===== src/rtl/accum_feeder.sv =====
// accum_feeder: producer side of the accumulator stream in the MVM engine.
// Walks a matrix stored as LANES-wide row chunks, reads the matching vector chunk,
// and emits one signed LANES-element dot product per chunk as a tagged beat.
//
// Ports:
//   clk, rst            clock, synchronous active-high reset
//   start               launch a job (sampled only while idle)
//   num_rows, num_cols  job dimensions (rows, LANES-wide chunks per row), latched on start
//   mat_raddr/mat_rdata matrix memory read port (MEM_LAT cycle latency)
//   vec_raddr/vec_rdata vector memory read port (MEM_LAT cycle latency)
//   data, ovalid        signed dot-product beat and its valid
//   first, last         beat is the first / last chunk of its row
//   busy, done          job in progress / one-cycle job-complete pulse
module accum_feeder #(
  parameter int unsigned DATAW   = 8,
  parameter int unsigned LANES   = 4,
  parameter int unsigned ADDRW   = 9,
  parameter int unsigned MEM_LAT = 1,
  localparam int unsigned OUTW   = 2 * DATAW + $clog2(LANES)
) (
  input  logic                   clk,
  input  logic                   rst,
  input  logic                   start,
  input  logic [ADDRW-1:0]       num_rows,
  input  logic [ADDRW-1:0]       num_cols,
  output logic [ADDRW-1:0]       mat_raddr,
  input  logic [LANES*DATAW-1:0] mat_rdata,
  output logic [ADDRW-1:0]       vec_raddr,
  input  logic [LANES*DATAW-1:0] vec_rdata,
  output logic [OUTW-1:0]        data,
  output logic                   ovalid,
  output logic                   first,
  output logic                   last,
  output logic                   busy,
  output logic                   done
);

  localparam int unsigned ProdW  = 2 * DATAW;
  localparam int unsigned ExtW   = OUTW - ProdW;
  localparam int unsigned DrainW = (MEM_LAT < 1) ? 1 : $clog2(MEM_LAT + 1);

  typedef enum logic [1:0] {StIdle, StRun, StDrain, StDone} state_e;

  state_e              state_q;
  logic [ADDRW-1:0]    rows_q, cols_q;
  logic [ADDRW-1:0]    row_q, col_q;
  logic [ADDRW-1:0]    mat_addr_q;
  logic [DrainW-1:0]   drain_q;
  logic                busy_q, done_q;

  // Tags for reads in flight; stage MEM_LAT-1 lines up with the returning rdata.
  logic [MEM_LAT-1:0]  tag_v_q, tag_f_q, tag_l_q;

  logic                issue;
  logic                issue_first, issue_last;
  logic                row_end, job_end;

  logic [OUTW-1:0]     data_q;
  logic                ovalid_q, first_q, last_q;

  assign issue       = (state_q == StRun);
  assign row_end     = (col_q == cols_q - ADDRW'(1));
  assign job_end     = row_end && (row_q == rows_q - ADDRW'(1));
  assign issue_first = (col_q == '0);
  assign issue_last  = row_end;

  // Control FSM and address generation. The matrix address is a plain running
  // counter; row-major chunk order makes it equal to r*num_cols+c without a multiply.
  always_ff @(posedge clk) begin
    if (rst) begin
      state_q    <= StIdle;
      rows_q     <= '0;
      cols_q     <= '0;
      row_q      <= '0;
      col_q      <= '0;
      mat_addr_q <= '0;
      drain_q    <= '0;
      busy_q     <= 1'b0;
      done_q     <= 1'b0;
    end else begin
      done_q <= 1'b0;
      unique case (state_q)
        StIdle: begin
          if (start) begin
            rows_q     <= num_rows;
            cols_q     <= num_cols;
            row_q      <= '0;
            col_q      <= '0;
            mat_addr_q <= '0;
            busy_q     <= 1'b1;
            if ((num_rows == '0) || (num_cols == '0)) begin
              state_q <= StDone;
              done_q  <= 1'b1;
            end else begin
              state_q <= StRun;
            end
          end
        end
        StRun: begin
          mat_addr_q <= mat_addr_q + ADDRW'(1);
          if (row_end) begin
            col_q <= '0;
            row_q <= row_q + ADDRW'(1);
            if (job_end) begin
              state_q <= StDrain;
              drain_q <= '0;
            end
          end else begin
            col_q <= col_q + ADDRW'(1);
          end
        end
        StDrain: begin
          // Covers MEM_LAT read cycles plus the output register stage.
          if (drain_q == DrainW'(MEM_LAT)) begin
            state_q <= StDone;
            done_q  <= 1'b1;
          end else begin
            drain_q <= drain_q + DrainW'(1);
          end
        end
        StDone: begin
          state_q <= StIdle;
          busy_q  <= 1'b0;
        end
        default: state_q <= StIdle;
      endcase
    end
  end

  assign mat_raddr = mat_addr_q;
  assign vec_raddr = col_q;
  assign busy      = busy_q;
  assign done      = done_q;

  // Lane products. Operands are sign-extended to ProdW so the product is exact.
  logic [ProdW-1:0] prod [LANES];

  for (genvar g = 0; g < LANES; g++) begin : g_lane
    logic [ProdW-1:0] m_ext, v_ext;
    assign m_ext   = {{DATAW{mat_rdata[g*DATAW+DATAW-1]}}, mat_rdata[g*DATAW +: DATAW]};
    assign v_ext   = {{DATAW{vec_rdata[g*DATAW+DATAW-1]}}, vec_rdata[g*DATAW +: DATAW]};
    assign prod[g] = m_ext * v_ext;
  end

  logic [OUTW-1:0] dot;

  always_comb begin
    dot = '0;
    for (int i = 0; i < LANES; i++) begin
      dot = dot + {{ExtW{prod[i][ProdW-1]}}, prod[i]};
    end
  end

  // Tag pipeline and output register. Idle beats force data/first/last to zero.
  always_ff @(posedge clk) begin
    if (rst) begin
      tag_v_q  <= '0;
      tag_f_q  <= '0;
      tag_l_q  <= '0;
      data_q   <= '0;
      ovalid_q <= 1'b0;
      first_q  <= 1'b0;
      last_q   <= 1'b0;
    end else begin
      tag_v_q[0] <= issue;
      tag_f_q[0] <= issue && issue_first;
      tag_l_q[0] <= issue && issue_last;
      for (int i = 1; i < MEM_LAT; i++) begin
        tag_v_q[i] <= tag_v_q[i-1];
        tag_f_q[i] <= tag_f_q[i-1];
        tag_l_q[i] <= tag_l_q[i-1];
      end
      ovalid_q <= tag_v_q[MEM_LAT-1];
      first_q  <= tag_v_q[MEM_LAT-1] && tag_f_q[MEM_LAT-1];
      last_q   <= tag_v_q[MEM_LAT-1] && tag_l_q[MEM_LAT-1];
      data_q   <= tag_v_q[MEM_LAT-1] ? dot : '0;
    end
  end

  assign data   = data_q;
  assign ovalid = ovalid_q;
  assign first  = first_q;
  assign last   = last_q;

endmodule


===== config.mk =====
export PLATFORM = sky130hd
export DESIGN_NAME = accum_feeder
export DESIGN_NICKNAME = d
export VERILOG_FILES = /design/src/rtl/accum_feeder.sv
export SDC_FILE = /design/constraint.sdc
export NUM_CORES = 1
export LEC_CHECK = 0
export ABC_AREA = 1
export BUFFER_PORTS_ARGS = -buffer_cell sky130_fd_sc_hd__buf_2
export CAP_MARGIN = 20
export CORE_UTILIZATION = 40
export CTS_CLUSTER_DIAMETER = 30
export DETAILED_ROUTE_END_ITERATION = 10
export SYNTH_ARGS = -nofsm -noshare
export SYNTH_HDL_FRONTEND = slang
export SYNTH_SLANG_ARGS = --single-unit
export TNS_END_PERCENT = 50

===== constraint.sdc =====
create_clock -name clk -period 13.4 [get_ports clk]
set_clock_uncertainty 0.1 [all_clocks]
set_input_delay 0.67 -clock clk [delete_from_list [all_inputs] [get_ports clk]]
set_output_delay 0.67 -clock clk [all_outputs]
set_load 0.01 [all_outputs]

After elaboration in Yosys (flattened, before gate mapping)

Cells that the tools add are included.

Add/subtract/negate cells: 9
Reduce and logical (&&, ||, !) cells: 20
Equality and inequality tests: 9
Muxes and demuxes: 22
Multiply operators: 4
Bitwise operators: 1

Operators by type and width:

| cell                                                                    | count |
|---|---|
| 8-bit by 8-bit multiplier with 16-bit output                            | 4 |
| 9-bit one-hot mux with 2 select lines                                   | 3 |
| 9-bit by 1-bit adder with 9-bit output, second input constant           | 3 |
| 9-bit zero test                                                         | 3 |
| 9-bit 2-to-1 mux                                                        | 3 |
| 17-bit by 16-bit adder with 18-bit output                               | 1 |
| 18-bit adder                                                            | 1 |
| 9-bit equality test                                                     | 2 |
| 9-bit by 1-bit subtractor with 9-bit output, second input constant      | 2 |
| 16-bit by 16-bit adder with 17-bit output                               | 1 |
| 2-bit 2-to-1 mux                                                        | 5 |
| 2-bit one-hot mux with 4 select lines                                   | 1 |
| 1-bit 2-to-1 mux                                                        | 7 |
| 1-bit one-hot mux with 2 select lines                                   | 3 |
| 2-bit AND reduction                                                     | 3 |
| 3-bit AND reduction                                                     | 2 |
| 2-bit nonzero test                                                      | 3 |
| 1-bit logical AND                                                       | 5 |
| 2-bit equality test, second input constant                              | 2 |
| 2-bit by 1-bit inequality test with 1-bit output, second input constant | 2 |
| 2-bit inequality test, second input constant                            | 2 |
| 4-bit AND reduction                                                     | 1 |
| 2-bit by 1-bit equality test with 1-bit output, second input constant   | 1 |
| 2-bit zero test                                                         | 1 |
| 4 further kinds                                                         | 4 |

Logic and storage cells: 81
Input port bits: 85
Register bits after elaboration: 74
Output and inout port bits: 41

Depth between registers and ports, before layout

Depth after elaboration: 6
Gate-level depth with buffers: 41
Mapped depth without buffers: 40

Worst setup path after synthesis

Ideal clock, no wire load.

Path type: input-to-reg
Start point: input port vec_rdata[26]
End point: register data_q[16], in the netlist data[16]
Slack: 5.220 ns
Cell stages on the path: 36
Required time: 13.230 ns
Path buffers: 1
Library setup time: 0.070 ns
Data arrival time: 8.011 ns
Cell sequence: clkbuf_1 > nand2_1 > fa_1 > inv_1 > fa_1 > fa_1 > inv_1 > fa_1 > inv_1 > ha_1 > inv_1 > nor3_1 > a21o_1 > nand2_1 > a31oi_1 > xnor2_1 > inv_1 > ha_1 > inv_1 > fa_1 > inv_1 > ha_1 > fa_1 > inv_1 > fa_1 > fa_1 > inv_1 > ha_1 > a21oi_1 > a21boi_0 > nand3_1 > nand2_1 > nand2_1 > a21oi_1 > o21ai_0 > a21oi_1

Cells in the longest elaborated chain, start to end: 2

RTL lines:

| element                                      | RTL line | RTL |
|---|---|---|
| from (decl)                                  | 29       | `input logic [LANES*DATAW-1:0] vec_rdata,` |
| 8-bit by 8-bit multiplier with 16-bit output | 142      | `assign prod[g] = m_ext * v_ext;` |
| 18-bit adder                                 | 150      | `dot = dot + {{ExtW{prod[i][ProdW-1]}}, prod[i]};` |
| to (signal assigned)                         | 176      | `data_q <= tag_v_q[MEM_LAT-1] ? dot : '0;` |
| to (decl)                                    | 58       | `logic [OUTW-1:0] data_q;` |

Every way passes these cells.
A chain may end at the register's enable or synchronous reset.

Final worst setup path

Start point: input port vec_rdata[31]
End point: register data_q[17], in the netlist data[17]

The elaborated chain is that of the path after synthesis.

==> results_dict.tcl <==
set metrics [dict create \
    crit_arrival_ns 8.61 \
    whs_endpoint "first$_SDFF_PP0_" \
    drtAntennaViolNets 0 \
    post-place-cells 2487 \
    ys_seq_elements 74 \
    worstMarginPinSlew_ns 0.731 \
    cp_data_required_time_ns 13.55 \
    critPathKind "in2reg" \
    synth_edf_count 0 \
    dieArea_um2 38800 \
    grt_max_degree 34 \
    r2r_cells 15 \
    final-max-slew-violation-count 0 \
    hp-start "tag_f_q$_SDFF_PP0_" \
    cp_common_cell "inv_1" \
    rows 71 \
    setup_viol 0 \
    final_cells 2507 \
    die_y_um 197 \
    htreeDepth 3 \
    yosysWarnings 0 \
    min_period_ns 8.47 \
    cts_tree "built" \
    area_delta_synth_final_pct 8.29 \
    r2r_slack_ns 10.68 \
    grt.overflow.total 0 \
    clkTransAtPathRegs_ns 0.07 \
    first_iter_violations 624 \
    routed_via_density 4.61 \
    setup.worst_path.start "vec_rdata[31]" \
    grtUsageTotal 0.191 \
    vias 11547 \
    pin_count 126 \
    cts_setup_buffers 0 \
    outcome "completed" \
    final.setup.tns_ns 0 \
    synth.distinct_cells 49 \
    cts-root-buf "clkbuf_16" \
    first_global_vias 11933 \
    avgSynthCellArea_um2 7.91 \
    start_util 0.405 \
    cts_hold_buf 0 \
    fill_cells 3837 \
    cpMaxStageDelayCell "fa_1" \
    clock_sinks 74 \
    timing.final.crit_share 0.632 \
    drtPass1Iterations 5 \
    coreArea_um2 37600 \
    synth_top_area_frac 0.398 \
    synth_area_leaders "fa_1, inv_1, ha_1, dfxtp_1, nand2_1" \
    yosysSeqAreaShare 0.0973 \
    syn_inst 1924 \
    avgRoutedWirePerCell_um 13.9 \
    cts_buffers 9 \
    yosys_most_used_dff "dfxtp_1" \
    drive_gt1_frac 0.0919 \
    grt_pass1_wl_um 58700 \
    yosysMostFrequentCell "inv_1" \
    cp_max_fo 8 \
    num-nets-final 2504 \
    syn_area_um2 15200 \
    clock_latency_ns 0.35 \
    antenna_found_initial 4 \
    timing.fmax_mhz 118 \
    drc_errors 0 \
    cp-end-kind "register" \
    r2r-start "state_q[0]$_SDFFE_PP0P_" \
    setup.worst_path.start_class "input port" \
    wl_um 34900 \
    clockBufferDepth 2 \
    critPathMaxStageDelay_ns 0.51 \
    max-cap-violations 0 \
    timing.rr.end "mat_raddr[8]$_SDFFE_PP0P_" \
    min-delay-path-class "reg2reg" \
    grt_setup_unrepaired "no" \
    yosysTopAreaCell "fa_1" \
    dpl.hpwl_um 31100 \
    io_buffers 125 \
    post_cts_resized 0 \
    die_width_um 197 \
    synth_top_cells_by_count "inv_1, nand2_1, fa_1, ha_1, nor2_1" \
    synth-async-reset-ratio 0 \
    hold_depth 2 \
    hold_viol 0 \
    gp_congestion 0.963 \
    syn_nets 2441 \
    maxSlewHeadroom 0.506 \
]
==> sequential cells by signal, indices dropped and copies added, names as in the netlist, 2 cells and up <==
register and cells:
row_q 9, mat_raddr 9, state_q 2, data 18, rows_q 9, vec_raddr 9, cols_q 9
==> layout make-up <==
class	instances	area [um^2]	area share
Antenna cell	4	10.0	0.000607
Clock buffer	9	225	0.0137
Clock inverter	7	66.3	0.00402
Inverter	595	2240	0.136
Multi-Input combinational cell	1182	11200	0.679
Sequential cell	74	1480	0.0899
Tap cell	511	639	0.0388
Timing Repair Buffer	125	626	0.0379
==> cells in the final DEF, fill, tap and decap left out, drive strengths merged, types with 2 or more instances in the layout <==
master,netlist,routed
a211oi,3,3
a21boi,2,2
a21o,2,2
a21oi,66,66
a22oi,2,2
a31oi,2,2
buf,6,125
clkbuf,67,9
clkinv,3,5
dfxtp,74,74
diode,0,4
fa,303,303
ha,129,129
inv,592,597
nand2,368,368
nand3,48,48
nand4,9,9
nor2,112,112
nor3,15,15
nor4,2,2
o21a,3,3
o21ai,47,47
or2,17,17
xnor2,19,19
xor2,25,25
==> critical path: cells and delay by family <==
| kind | cells | cell delay [ns] |
|---|---|---|
| fa+ha+maj | 12 | 5.13 |
| simple gates | 10 | 1.60 |
| compound gates | 2 | 0.36 |
| xor+xnor | 1 | 0.15 |
| buf+inv | 11 | 0.71 |
==> worst max-delay path by stage <==
stage,endpoint,cells past startpoint
floorplan,data[16]$_SDFF_PP0_,36
global placement,data[17]$_SDFF_PP0_,36
detailed placement,data[17]$_SDFF_PP0_,37
CTS,data[17]$_SDFF_PP0_,36
global route,data[16]$_SDFF_PP0_,37
finish,data[17]$_SDFF_PP0_,36
==> logic make-up (layout without fill, tap and decap cells) <==
logic type,Yosys count,count (layout),synth area share
AO/OA/AOI/OAI,132,132,0.0480
other,0,4,0
buffers and inverters,668,736,0.167
XOR/XNOR,45,45,0.0268
AND/OR/NAND/NOR,573,573,0.156
flip-flops,74,74,0.0973
adder cells (fa/ha/maj),432,432,0.504
==> through the flow <==
step | hold slack (ns) | util | cell area [um^2] | worst slack (ns)
6_report | 0.321 | 0.439 | 16500 | 4.93
2_1_floorplan | 0.302 | - | 15200 | 5.22
4_1_cts | 0.321 | 0.438 | 16500 | 4.99
3_3_place_gp | 0.313 | 0.431 | 16200 | 4.66
5_1_grt | 0.341 | 0.439 | 16500 | 4.46
3_5_place_dp | 0.313 | 0.431 | 16200 | 4.65
==> layer usage <==
metal,vias up,track usage,wire (um)
met5,-,0,13
met4,2,0.0488,665
met3,34,0.0143,1200
met2,204,0.341,18000
met1,5687,0.249,15000
li1,5620,-,-
Power is not shown: default switching activity piles up to over one toggle a cycle in this logic, so the estimate is an artifact.
